===== config.mk =====
export PLATFORM = sky130hd
export DESIGN_NAME = matrix_mem_engine_flat
export DESIGN_NICKNAME = d
export VERILOG_FILES = /design/src/rtl/matrix_mem_engine_if.sv /design/src/rtl/matrix_mem_engine.sv /design/src/flat_wrapper.sv
export SDC_FILE = /design/constraint.sdc
export NUM_CORES = 1
export LEC_CHECK = 0
export CAP_MARGIN = 5
export CELL_PAD_IN_SITES_DETAIL_PLACEMENT = 1
export CELL_PAD_IN_SITES_GLOBAL_PLACEMENT = 2
export CORE_UTILIZATION = 34
export CTS_BUF_LIST = sky130_fd_sc_hd__clkbuf_16
export CTS_CLUSTER_DIAMETER = 200
export DETAILED_ROUTE_END_ITERATION = 6
export PLACE_DENSITY = 0.8
export SYNTH_ARGS = -nofsm -noshare
export SYNTH_HDL_FRONTEND = slang
export SYNTH_SLANG_ARGS = --single-unit

===== constraint.sdc =====
create_clock -name clk -period 6.7 [get_ports clk]
set_clock_uncertainty 0.2 [all_clocks]
set_input_delay 2.01 -clock clk [delete_from_list [all_inputs] [get_ports clk]]
set_output_delay 2.01 -clock clk [all_outputs]
set_load 0.05 [all_outputs]

===== src/rtl/matrix_mem_engine_if.sv =====
// matrix_mem_engine_if: command, status and single-port RAM signals of the matrix engine
interface matrix_mem_engine_if #(
    parameter int DATA_W = 16,
    parameter int ADDR_W = 8
);
    logic              start;
    logic [1:0]        op;
    logic [ADDR_W-1:0] base_a;
    logic [ADDR_W-1:0] base_b;
    logic [ADDR_W-1:0] base_c;
    logic [ADDR_W-1:0] mem_addr;
    logic [DATA_W-1:0] mem_wdata;
    logic              mem_we;
    logic [DATA_W-1:0] mem_rdata;
    logic              busy;
    logic              done;
    modport master (
        output start, op, base_a, base_b, base_c, mem_rdata,
        input  mem_addr, mem_wdata, mem_we, busy, done
    );
    modport slave (
        input  start, op, base_a, base_b, base_c, mem_rdata,
        output mem_addr, mem_wdata, mem_we, busy, done
    );
endinterface


===== src/rtl/matrix_mem_engine.sv =====
// matrix_mem_engine: element-wise add/sub/transpose/negate of DIM x DIM matrices held in RAM
module matrix_mem_engine #(
    parameter int DATA_W = 16,
    parameter int DIM    = 4,
    parameter int ADDR_W = 8,
    parameter int RD_LAT = 1
) (
    input logic                clk,
    input logic                rst,
    matrix_mem_engine_if.slave bus
);
    localparam int N  = DIM * DIM;
    localparam int KW = $clog2(N);
    localparam int CW = $clog2(DIM);
    localparam logic [1:0]    HOLD   = 2'(RD_LAT);
    localparam logic [KW-1:0] K_LAST = KW'(N - 1);
    localparam logic [CW-1:0] C_LAST = CW'(DIM - 1);
    typedef enum logic [2:0] {IDLE, RA, RB, WC, DONE} state_t;
    state_t            state_q;
    logic [1:0]        op_q, hold_q;
    logic [ADDR_W-1:0] base_a_q, base_b_q, base_c_q, mem_addr_q;
    logic [DATA_W-1:0] reg_a_q, reg_b_q, mem_wdata_q;
    logic [KW-1:0]     k_q, k_d;
    logic [CW-1:0]     row_q, col_q, row_d, col_d;
    logic              mem_we_q, busy_q, done_q;
    logic [ADDR_W-1:0] a_next_d, b_addr_d, c_addr_d;
    logic [DATA_W-1:0] res_d;
    function automatic logic [DATA_W-1:0] result(input logic [1:0] o, input logic [DATA_W-1:0] a, b);
        logic [DATA_W:0] ax, bx, s;
        ax = {a[DATA_W-1], a};
        bx = {b[DATA_W-1], b};
        s  = o == 2'b00 ? ax + bx : o == 2'b01 ? ax - bx : o == 2'b11 ? '0 - ax : ax;
        return s[DATA_W] != s[DATA_W-1] ? {s[DATA_W], {(DATA_W-1){~s[DATA_W]}}} : s[DATA_W-1:0];
    endfunction
    // The result is formed from the word arriving this cycle so it can be registered straight into WC.
    always_comb begin
        k_d      = k_q + 1'b1;
        col_d    = col_q == C_LAST ? '0 : col_q + 1'b1;
        row_d    = col_q == C_LAST ? row_q + 1'b1 : row_q;
        a_next_d = base_a_q + (op_q == 2'b10 ? ADDR_W'(col_d) * ADDR_W'(DIM) + ADDR_W'(row_d) : ADDR_W'(k_d));
        b_addr_d = base_b_q + ADDR_W'(k_q);
        c_addr_d = base_c_q + ADDR_W'(k_q);
        res_d    = result(op_q, state_q == RB ? reg_a_q : bus.mem_rdata, state_q == RB ? bus.mem_rdata : reg_b_q);
    end
    always_ff @(posedge clk) begin
        if (!rst) begin
            state_q     <= IDLE;
            op_q        <= '0;
            hold_q      <= '0;
            base_a_q    <= '0;
            base_b_q    <= '0;
            base_c_q    <= '0;
            k_q         <= '0;
            row_q       <= '0;
            col_q       <= '0;
            reg_a_q     <= '0;
            reg_b_q     <= '0;
            mem_addr_q  <= '0;
            mem_wdata_q <= '0;
            mem_we_q    <= 1'b0;
            busy_q      <= 1'b0;
            done_q      <= 1'b0;
        end else begin
            case (state_q)
                IDLE: if (bus.start) begin
                    op_q       <= bus.op;
                    base_a_q   <= bus.base_a;
                    base_b_q   <= bus.base_b;
                    base_c_q   <= bus.base_c;
                    k_q        <= '0;
                    row_q      <= '0;
                    col_q      <= '0;
                    hold_q     <= '0;
                    mem_addr_q <= bus.base_a;
                    busy_q     <= 1'b1;
                    state_q    <= RA;
                end
                RA: if (hold_q == HOLD) begin
                    hold_q  <= '0;
                    reg_a_q <= bus.mem_rdata;
                    if (op_q[1]) begin
                        state_q     <= WC;
                        mem_addr_q  <= c_addr_d;
                        mem_we_q    <= 1'b1;
                        mem_wdata_q <= res_d;
                    end else begin
                        state_q    <= RB;
                        mem_addr_q <= b_addr_d;
                    end
                end else hold_q <= hold_q + 1'b1;
                RB: if (hold_q == HOLD) begin
                    hold_q      <= '0;
                    reg_b_q     <= bus.mem_rdata;
                    state_q     <= WC;
                    mem_addr_q  <= c_addr_d;
                    mem_we_q    <= 1'b1;
                    mem_wdata_q <= res_d;
                end else hold_q <= hold_q + 1'b1;
                WC: begin
                    mem_we_q <= 1'b0;
                    if (k_q == K_LAST) begin
                        state_q <= DONE;
                        busy_q  <= 1'b0;
                        done_q  <= 1'b1;
                    end else begin
                        k_q        <= k_d;
                        row_q      <= row_d;
                        col_q      <= col_d;
                        mem_addr_q <= a_next_d;
                        state_q    <= RA;
                    end
                end
                DONE: begin
                    done_q  <= 1'b0;
                    state_q <= IDLE;
                end
                default: state_q <= IDLE;
            endcase
        end
    end
    assign bus.mem_addr  = mem_addr_q;
    assign bus.mem_wdata = mem_wdata_q;
    assign bus.mem_we    = mem_we_q;
    assign bus.busy      = busy_q;
    assign bus.done      = done_q;
endmodule


===== src/flat_wrapper.sv =====
// flat-port wrapper written by rule: the top's interface ports become plain ports
module matrix_mem_engine_flat 
#(
    parameter int DATA_W = 16,
    parameter int DIM    = 4,
    parameter int ADDR_W = 8,
    parameter int RD_LAT = 1
)
  (clk, rst, bus_start, bus_op, bus_base_a, bus_base_b, bus_base_c, bus_mem_rdata, bus_mem_addr, bus_mem_wdata, bus_mem_we, bus_busy, bus_done);
  matrix_mem_engine_if #(.DATA_W(DATA_W), .ADDR_W(ADDR_W)) bus_i ();
  input logic clk;
  input logic rst;
  input wire logic [$bits(bus_i.start)-1:0] bus_start;
  input wire logic [$bits(bus_i.op)-1:0] bus_op;
  input wire logic [$bits(bus_i.base_a)-1:0] bus_base_a;
  input wire logic [$bits(bus_i.base_b)-1:0] bus_base_b;
  input wire logic [$bits(bus_i.base_c)-1:0] bus_base_c;
  input wire logic [$bits(bus_i.mem_rdata)-1:0] bus_mem_rdata;
  output wire logic [$bits(bus_i.mem_addr)-1:0] bus_mem_addr;
  output wire logic [$bits(bus_i.mem_wdata)-1:0] bus_mem_wdata;
  output wire logic [$bits(bus_i.mem_we)-1:0] bus_mem_we;
  output wire logic [$bits(bus_i.busy)-1:0] bus_busy;
  output wire logic [$bits(bus_i.done)-1:0] bus_done;
  assign bus_i.start = bus_start;
  assign bus_i.op = bus_op;
  assign bus_i.base_a = bus_base_a;
  assign bus_i.base_b = bus_base_b;
  assign bus_i.base_c = bus_base_c;
  assign bus_i.mem_rdata = bus_mem_rdata;
  assign bus_mem_addr = bus_i.mem_addr;
  assign bus_mem_wdata = bus_i.mem_wdata;
  assign bus_mem_we = bus_i.mem_we;
  assign bus_busy = bus_i.busy;
  assign bus_done = bus_i.done;
  matrix_mem_engine #(.DATA_W(DATA_W), .DIM(DIM), .ADDR_W(ADDR_W), .RD_LAT(RD_LAT)) u_core (.clk(clk), .rst(rst), .bus(bus_i));
endmodule

==> results of run 1 <==
## cells by family (layout without fill, tap and decap cells)
group / after synthesis / after routing / synth area share, %
fa+ha+maj: 56 / 56 / 9.57
flops: 98 / 98 / 25.7
compound gates: 294 / 294 / 25.3
mux: 24 / 24 / 3.47
buf+inv: 105 / 139 / 5.21
xor+xnor: 46 / 46 / 5.28
simple gates: 432 / 432 / 25.5
## power groups by stage
stage	combinational, uW	clock [uW]	sequential [uW]
2_1_floorplan	280	0	666
3_3_place_gp	455	0	641
3_5_place_dp	459	0	642
4_1_cts	461	540	628
5_1_grt	505	563	631
6_report	461	524	627
## layer usage
metal	vias up	wire length [um]	GRT usage [%]
li1	3714	-	-
met1	3581	13500	33.1
met2	115	10900	34.2
met3	13	628	2.54
met4	0	272	4.57
met5	-	0	0
## through the flow
step | cell area [um2] | hold slack, ps
floorplan | 7630 | 243
global placement | 8550 | 249
detailed placement | 8550 | 261
CTS | 8840 | 270
global route | 8840 | 295
finish | 8840 | 267
## Yosys cell counts (all sizes together), types with 4 or more instances
library cell	n
inv	38
nor4	8
or2	5
nand3	20
o211ai	11
nor2b	27
dfxtp	98
xnor2	30
o21ai	58
and3	5
a221oi	5
and2	8
a211oi	5
nand2b	10
o31ai	4
o311ai	5
clkbuf	59
or3	9
nand4	8
a21o	12
nor2	71
o21a	5
a21boi	65
o2111ai	6
o21bai	6
buf	8
maj3	6
a31oi	10
a22oi	9
mux2i	22
fa	5
nor3	15
xor2	16
a21oi	73
nand2	233
ha	45
## tightest hold or removal path: stages, from the launching register on
cell      delay (ps)
dfxtp_1          310
nand2_1           50
a21boi_0          60
## worst max-delay path by stage
stage / from / slack (ps) / end / depth (start not counted)
after global routing: bus_mem_rdata[2] / 540 / u_core.bus.mem_wdata[3] / 13
after global placement: bus_mem_rdata[2] / 640 / u_core.bus.mem_wdata[7] / 13
after detailed placement: bus_mem_rdata[2] / 560 / u_core.bus.mem_wdata[9] / 13
after floorplan: bus_mem_rdata[2] / 1240 / u_core.bus.mem_wdata[12] / 15
final: bus_mem_rdata[2] / 900 / u_core.bus.mem_wdata[9] / 13
after CTS: bus_mem_rdata[2] / 920 / u_core.bus.mem_wdata[9] / 13
## registers in the layout (all words and copies together) (netlist names)
signal                cells
u_core.op_q               2
u_core.bus.mem_wdata     16
u_core.row_q              2
u_core.hold_q             2
u_core.bus.mem_we         1
u_core.reg_b_q           16
u_core.base_b_q           8
u_core.bus.done           1
u_core.k_q                4
u_core.base_c_q           8
u_core.reg_a_q           16
u_core.col_q              2
u_core.state_q            3
u_core.bus.mem_addr       8
u_core.bus.busy           1
u_core.base_a_q           8
## final cells by class
| class | count | area, um2 | share of cell area [%] |
|---|---|---|---|
| clock buffers | 9 | 225 | 2.55 |
| inverters | 38 | 143 | 1.61 |
| clock inverters | 7 | 61.3 | 0.694 |
| multi-input cells | 852 | 5290 | 59.8 |
| well taps | 280 | 350 | 3.96 |
| repair buffers | 85 | 811 | 9.17 |
| flip-flops and latches | 98 | 1960 | 22.2 |
## layout by cell type (no fill, tap or decap), types with 11 or more instances in the layout
| master | synthesis | routed |
|---|---|---|
| mux2i_1 | 22 | 22 |
| o211ai_1 | 11 | 11 |
| o21ai_0 | 56 | 56 |
| a21o_1 | 12 | 12 |
| nor2_1 | 71 | 71 |
| ha_1 | 45 | 45 |
| clkdlybuf4s50_1 | 0 | 70 |
| nand2_1 | 233 | 233 |
| nand3_1 | 20 | 20 |
| inv_1 | 38 | 38 |
| xnor2_1 | 30 | 30 |
| buf_4 | 0 | 14 |
| nor3_1 | 14 | 14 |
| a21oi_1 | 73 | 73 |
| xor2_1 | 16 | 16 |
| nor2b_1 | 27 | 27 |
| dfxtp_1 | 98 | 98 |
| a21boi_0 | 65 | 65 |
==> flow_summary_export.csv, run 1 <==
group,metric,value,unit
run_status,outcome,"finished clean",
clocking,cts_tree,"done",
pwr,irDropWorstVdd,0.105,mV
clocking,clock-root-buffer,"clkbuf_16",
critical_path,cpMostUsedCell,"inv_1",
floorplanning,core-area,21900,um2
pwr,power,1610,uW
global_routing,grt_pass1_vias,7392,
critical_path,critPathBufInv,3,
placed_design,hpwl,18.9,mm
route,wl,25.3,mm
floorplanning,die_h,152,um
route,vias,7423,
critical_path,required,6790,ps
pwr,pwr-share-comb,28.6,%
floorplanning,fp-row-count,54,
hold_path,hold_depth,2,
global_routing,grt_use_total,22.2,%
clocking,cts_setup_buffers,0,
pwr,power_density,182,nW/um2
timing,drv_slew,0,
clocking,cts_resized,0,
critical_path,path_delay_family,"simple AND/OR/NAND/NOR gates",
hold_path,min_from,"u_core.reg_b_q[11]",
clocking,cts_buffer_depth,2,
critical_path,rr_worst_depth,14,
route,drc,0,
global_routing,grt_start_max_net_pins,52,
yosys,synth.top_cell.area_share,25.7,%
final_layout,layout.nets,1179,
route,wl_per_cell,18.5,um
floorplanning,die_area,23100,um2
final_layout,drive_gt1_share,4.68,%
placed_design,port-buffer-count,71,
final_layout,diodes,0,
pwr,net-switching-power,570,uW
yosys,yosys_register_bits,98,
critical_path,critPathKind,"input port to flop",
critical_path,critPathMaxStageDelay,540,ps
yosys,synth_flop_cell,"dfxtp_1",
critical_path,crit_chain,"clkdlybuf4s50_1 -> mux2i_1 -> inv_1 -> ha_1 -> inv_1 -> a21o_1 -> a2111oi_4 -> nor3_1 -> or4b_1 -> and4_4 -> or3_1 -> maj3_2 -> a21oi_1",
floorplanning,io_pins,72,
hold_path,hold_end,"u_core.reg_b_q[11]",
timing,relSlewSlack,40.8,%
yosys,synth_edf_count,0,
yosys,synthCells,1055,
critical_path,worstReg2RegEnd,"u_core.bus.mem_wdata[9]",
timing,hold_viol,0,
timing,rsz0062_at_grt,"no",
placed_design,place_congestion,0.842,
route,via_per_inst,5.42,
pwr,internal_power,1040,uW
pwr,leakagePower,0.00353,uW
timing,period_needed,5800,ps
global_routing,grt_antenna_before_repair,0,
placed_design,place_inst,1353,
timing,max_freq,0.173,GHz
yosys,yosysSeqAreaShare,25.7,%
yosys,yosysUniqueCellTypes,63,
yosys,ys_warn_count,0,
critical_path,crit_path_end_kind,"flop",
critical_path,critPathLaunchType,"input port",
pwr,power_frac_seq,38.9,%
clocking,insertion_delay,360,ps
timing,tns,0,ps
yosys,synthesis.nets,1150,
floorplanning,fp.dieW,152,um
yosys,synthTopCellsByArea,"dfxtp_1, nand2_1, ha_1",
clocking,cts_made_buffers,9,
hold_path,hold_class,"flop to flop",
timing,worst_slack,905,ps
job,maxCapViolCount,0,
timing,worst_pin_slew,888,ps
yosys,netlist_area,7630,um2
yosys,synth_top_cell_by_area,"dfxtp_1",
route,drt_iter0_drc,432,
final_layout,final_util,40.4,%
critical_path,critical-path-slowest-cell,"clkdlybuf4s50_1",
critical_path,reg2reg_from,"u_core.state_q[2]",
route,drtPass1Iterations,5,
timing,period_share,86.5,%
clocking,clkTransAtPathRegs,80,ps
critical_path,crit_arrival,5880,ps
timing,finalSetupViolCount,0,
yosys,async_flop_share,0,%
final_layout,fillerInstances,2767,
clocking,hold_buffers,0,
final_layout,finalNonFillerCells,1369,
floorplanning,initial_core_util,34.9,%
final_layout,syn2layout_area_growth,15.8,%
global_routing,gr-total-overflow,0,
clocking,htreeDepth,3,
route,final_antenna_net_count,0,
clocking,clock-sinks,98,
global_routing,grt_pass1_wl,41.2,mm
critical_path,worstPathMaxFanout,8,
critical_path,r2r_slack,1420,ps
yosys,syn_area_per_cell,7.24,um2
placed_design,pre_cts_ws,563,ps
pwr,swShare,35.4,%
pwr,clockPowerShare,32.5,%
(Power assumes the default switching activity.)
==> run 2: changes to the inputs <==
--- a/config.mk
+++ b/config.mk
@@ -13,6 +13,7 @@
 export CTS_CLUSTER_DIAMETER = 200
 export DETAILED_ROUTE_END_ITERATION = 6
 export PLACE_DENSITY = 0.8
+export REMOVE_ABC_BUFFERS = 1
 export SYNTH_ARGS = -nofsm -noshare
 export SYNTH_HDL_FRONTEND = slang
 export SYNTH_SLANG_ARGS = --single-unit
==> run 2 against run 1 <==
Compared with the run above: sequential power grew 0.6%; total power grew 2.4%; sequential share of layout area is essentially flat; combinational power is essentially flat; setup slack gained 140 ps; fmax grew 2.4%; final cell count shrank 0.15%; critical path depth is the same; global-route usage shrank 0.44 points; largest cell class unchanged; count of clock-buffer cells in the layout is the same; wire length shrank 1.7%.
==> flow_summary_export.csv, run 2 (synthesis gave the netlist of run 1 again) <==
group,metric,value,unit
placed_design,place_congestion,0.878,
timing,hold_viol,0,
critical_path,critPathKind,"input port to flop",
critical_path,crit_path_end_kind,"flop",
floorplanning,core-area,21900,um2
floorplanning,die_h,152,um
floorplanning,initial_core_util,34.9,%
clocking,cts_resized,0,
clocking,cts_made_buffers,9,
final_layout,layout.nets,1179,
global_routing,grt_antenna_before_repair,0,
final_layout,final_cell_mix,"nand2_1, dfxtp_1, a21oi_1, nor2_1, clkdlybuf4s50_1",
route,final_antenna_net_count,0,
pwr,leakagePower,0.00354,uW
job,maxCapViolCount,0,
global_routing,grt_use_total,21.8,%
hold_path,hold_class,"flop to flop",
critical_path,required,6790,ps
route,wl_per_cell,18.2,um
clocking,cts_setup_buffers,0,
timing,period_needed,5660,ps
global_routing,grt_start_max_net_pins,65,
timing,relSlewSlack,31.9,%
final_layout,diodes,0,
floorplanning,io_pins,72,
route,drc,0,
final_layout,layout_commonest_cell,"nand2_1",
floorplanning,fp.dieW,152,um
clocking,htreeDepth,3,
route,drt_iter0_drc,318,
final_layout,multi_input_area,5290,um2
final_layout,regArea,1960,um2
critical_path,cpMostUsedCell,"inv_1",
floorplanning,die_area,23100,um2
placed_design,place_inst,1353,
timing,period_share,84.4,%
critical_path,critPathMaxStageDelay,540,ps
clocking,clock-root-buffer,"clkbuf_16",
critical_path,worstPathMaxFanout,8,
final_layout,final_util,40.5,%
run_status,outcome,"finished clean",
timing,rsz0062_at_grt,"no",
global_routing,grt_pass1_wl,40.4,mm
final_layout,drive_gt1_share,4.51,%
route,vias,7379,
route,drtPass1Iterations,4,
critical_path,r2r_slack,1510,ps
timing,finalSetupViolCount,0,
placed_design,hpwl,18.7,mm
route,via_per_inst,5.40,
pwr,irDropWorstVdd,0.118,mV
route,wl,24.9,mm
critical_path,crit_arrival,5750,ps
clocking,cts_tree,"done",
placed_design,port-buffer-count,71,
timing,max_freq,0.177,GHz
timing,drv_slew,0,
pwr,power_density,187,nW/um2
clocking,clkTransAtPathRegs,70,ps
final_layout,final_area,8860,um2
final_layout,finalNonFillerCells,1367,
critical_path,critical-path-slowest-cell,"or4b_1",
clocking,insertion_delay,350,ps
clocking,clock-sinks,98,
global_routing,gr-total-overflow,0,
timing,tns,0,ps
clocking,hold_buffers,0,
global_routing,grt_pass1_vias,7515,
placed_design,post_dp_cell_area,8550,um2
floorplanning,fp-row-count,54,
critical_path,critPathLaunchType,"input port",
critical_path,crit_chain,"clkdlybuf4s50_1 -> mux2i_1 -> inv_1 -> ha_1 -> inv_1 -> a21o_1 -> a2111oi_4 -> nor3_1 -> or4b_1 -> and4_4 -> or3_1 -> maj3_2 -> a21oi_1",
final_layout,syn2layout_area_growth,16.0,%
final_layout,fillerInstances,2742,
timing,worst_pin_slew,1020,ps
timing,worst_hold_slack,267,ps
clocking,cts_buffer_depth,2,
## run 2: cell count changes in the layout (fill, tap and decap cells not counted), sizes merged
cell / before / now
clkinv: 4 / 2
inv: 41 / 39
bufinv: 0 / 2
## run 2: path summary, 6_finish.rpt
path,startpoint,to,depth (start not counted)
worst max-delay path,bus_mem_rdata[2],u_core.bus.mem_wdata[8],13
worst min-delay path,u_core.reg_b_q[3],u_core.reg_b_q[3],2
worst max register to register,u_core.state_q[0],u_core.bus.mem_wdata[8],13
worst min register to register,u_core.reg_b_q[3],u_core.reg_b_q[3],2
## run 2: final cells by class
type / count / share of cell area [%]
multi-input combinational: 852 / 59.7
sequential: 98 / 22.2
timing repair buffer: 85 / 9.16
tap: 280 / 3.96
clock buffer: 9 / 2.54
inverter: 38 / 1.61
clock inverter: 5 / 0.890
## run 2: worst max-delay path, delay by kind of cell
kind	cells	cell delay, ps
AOI/OAI and AO/OA	3	750
and+or+nand+nor	4	1310
muxes	1	240
adders and majority gates	2	800
buffers and inverters	3	620
## run 2: stage by stage
step	setup WS, ps	power, uW
after floorplan	1520	930
after global placement	739	1100
after detailed placement	689	1100
after CTS	1060	1670
after global routing	717	1730
final	1040	1650
## run 2: report_power, final
group	switching (uW)	internal [uW]
clock network	239	324
registers	23.8	607
logic	283	175
total	546	1110
## run 2: layer usage
metal | vias up | part of all wire (%) | global-route usage, %
met1 | 3555 | 48 | 28.3
met2 | 93 | 48 | 37.4
met3 | 26 | 2.4 | 2.74
met4 | 0 | 2.3 | 6.62
li1 | 3705 | - | -
met5 | - | 0 | 0
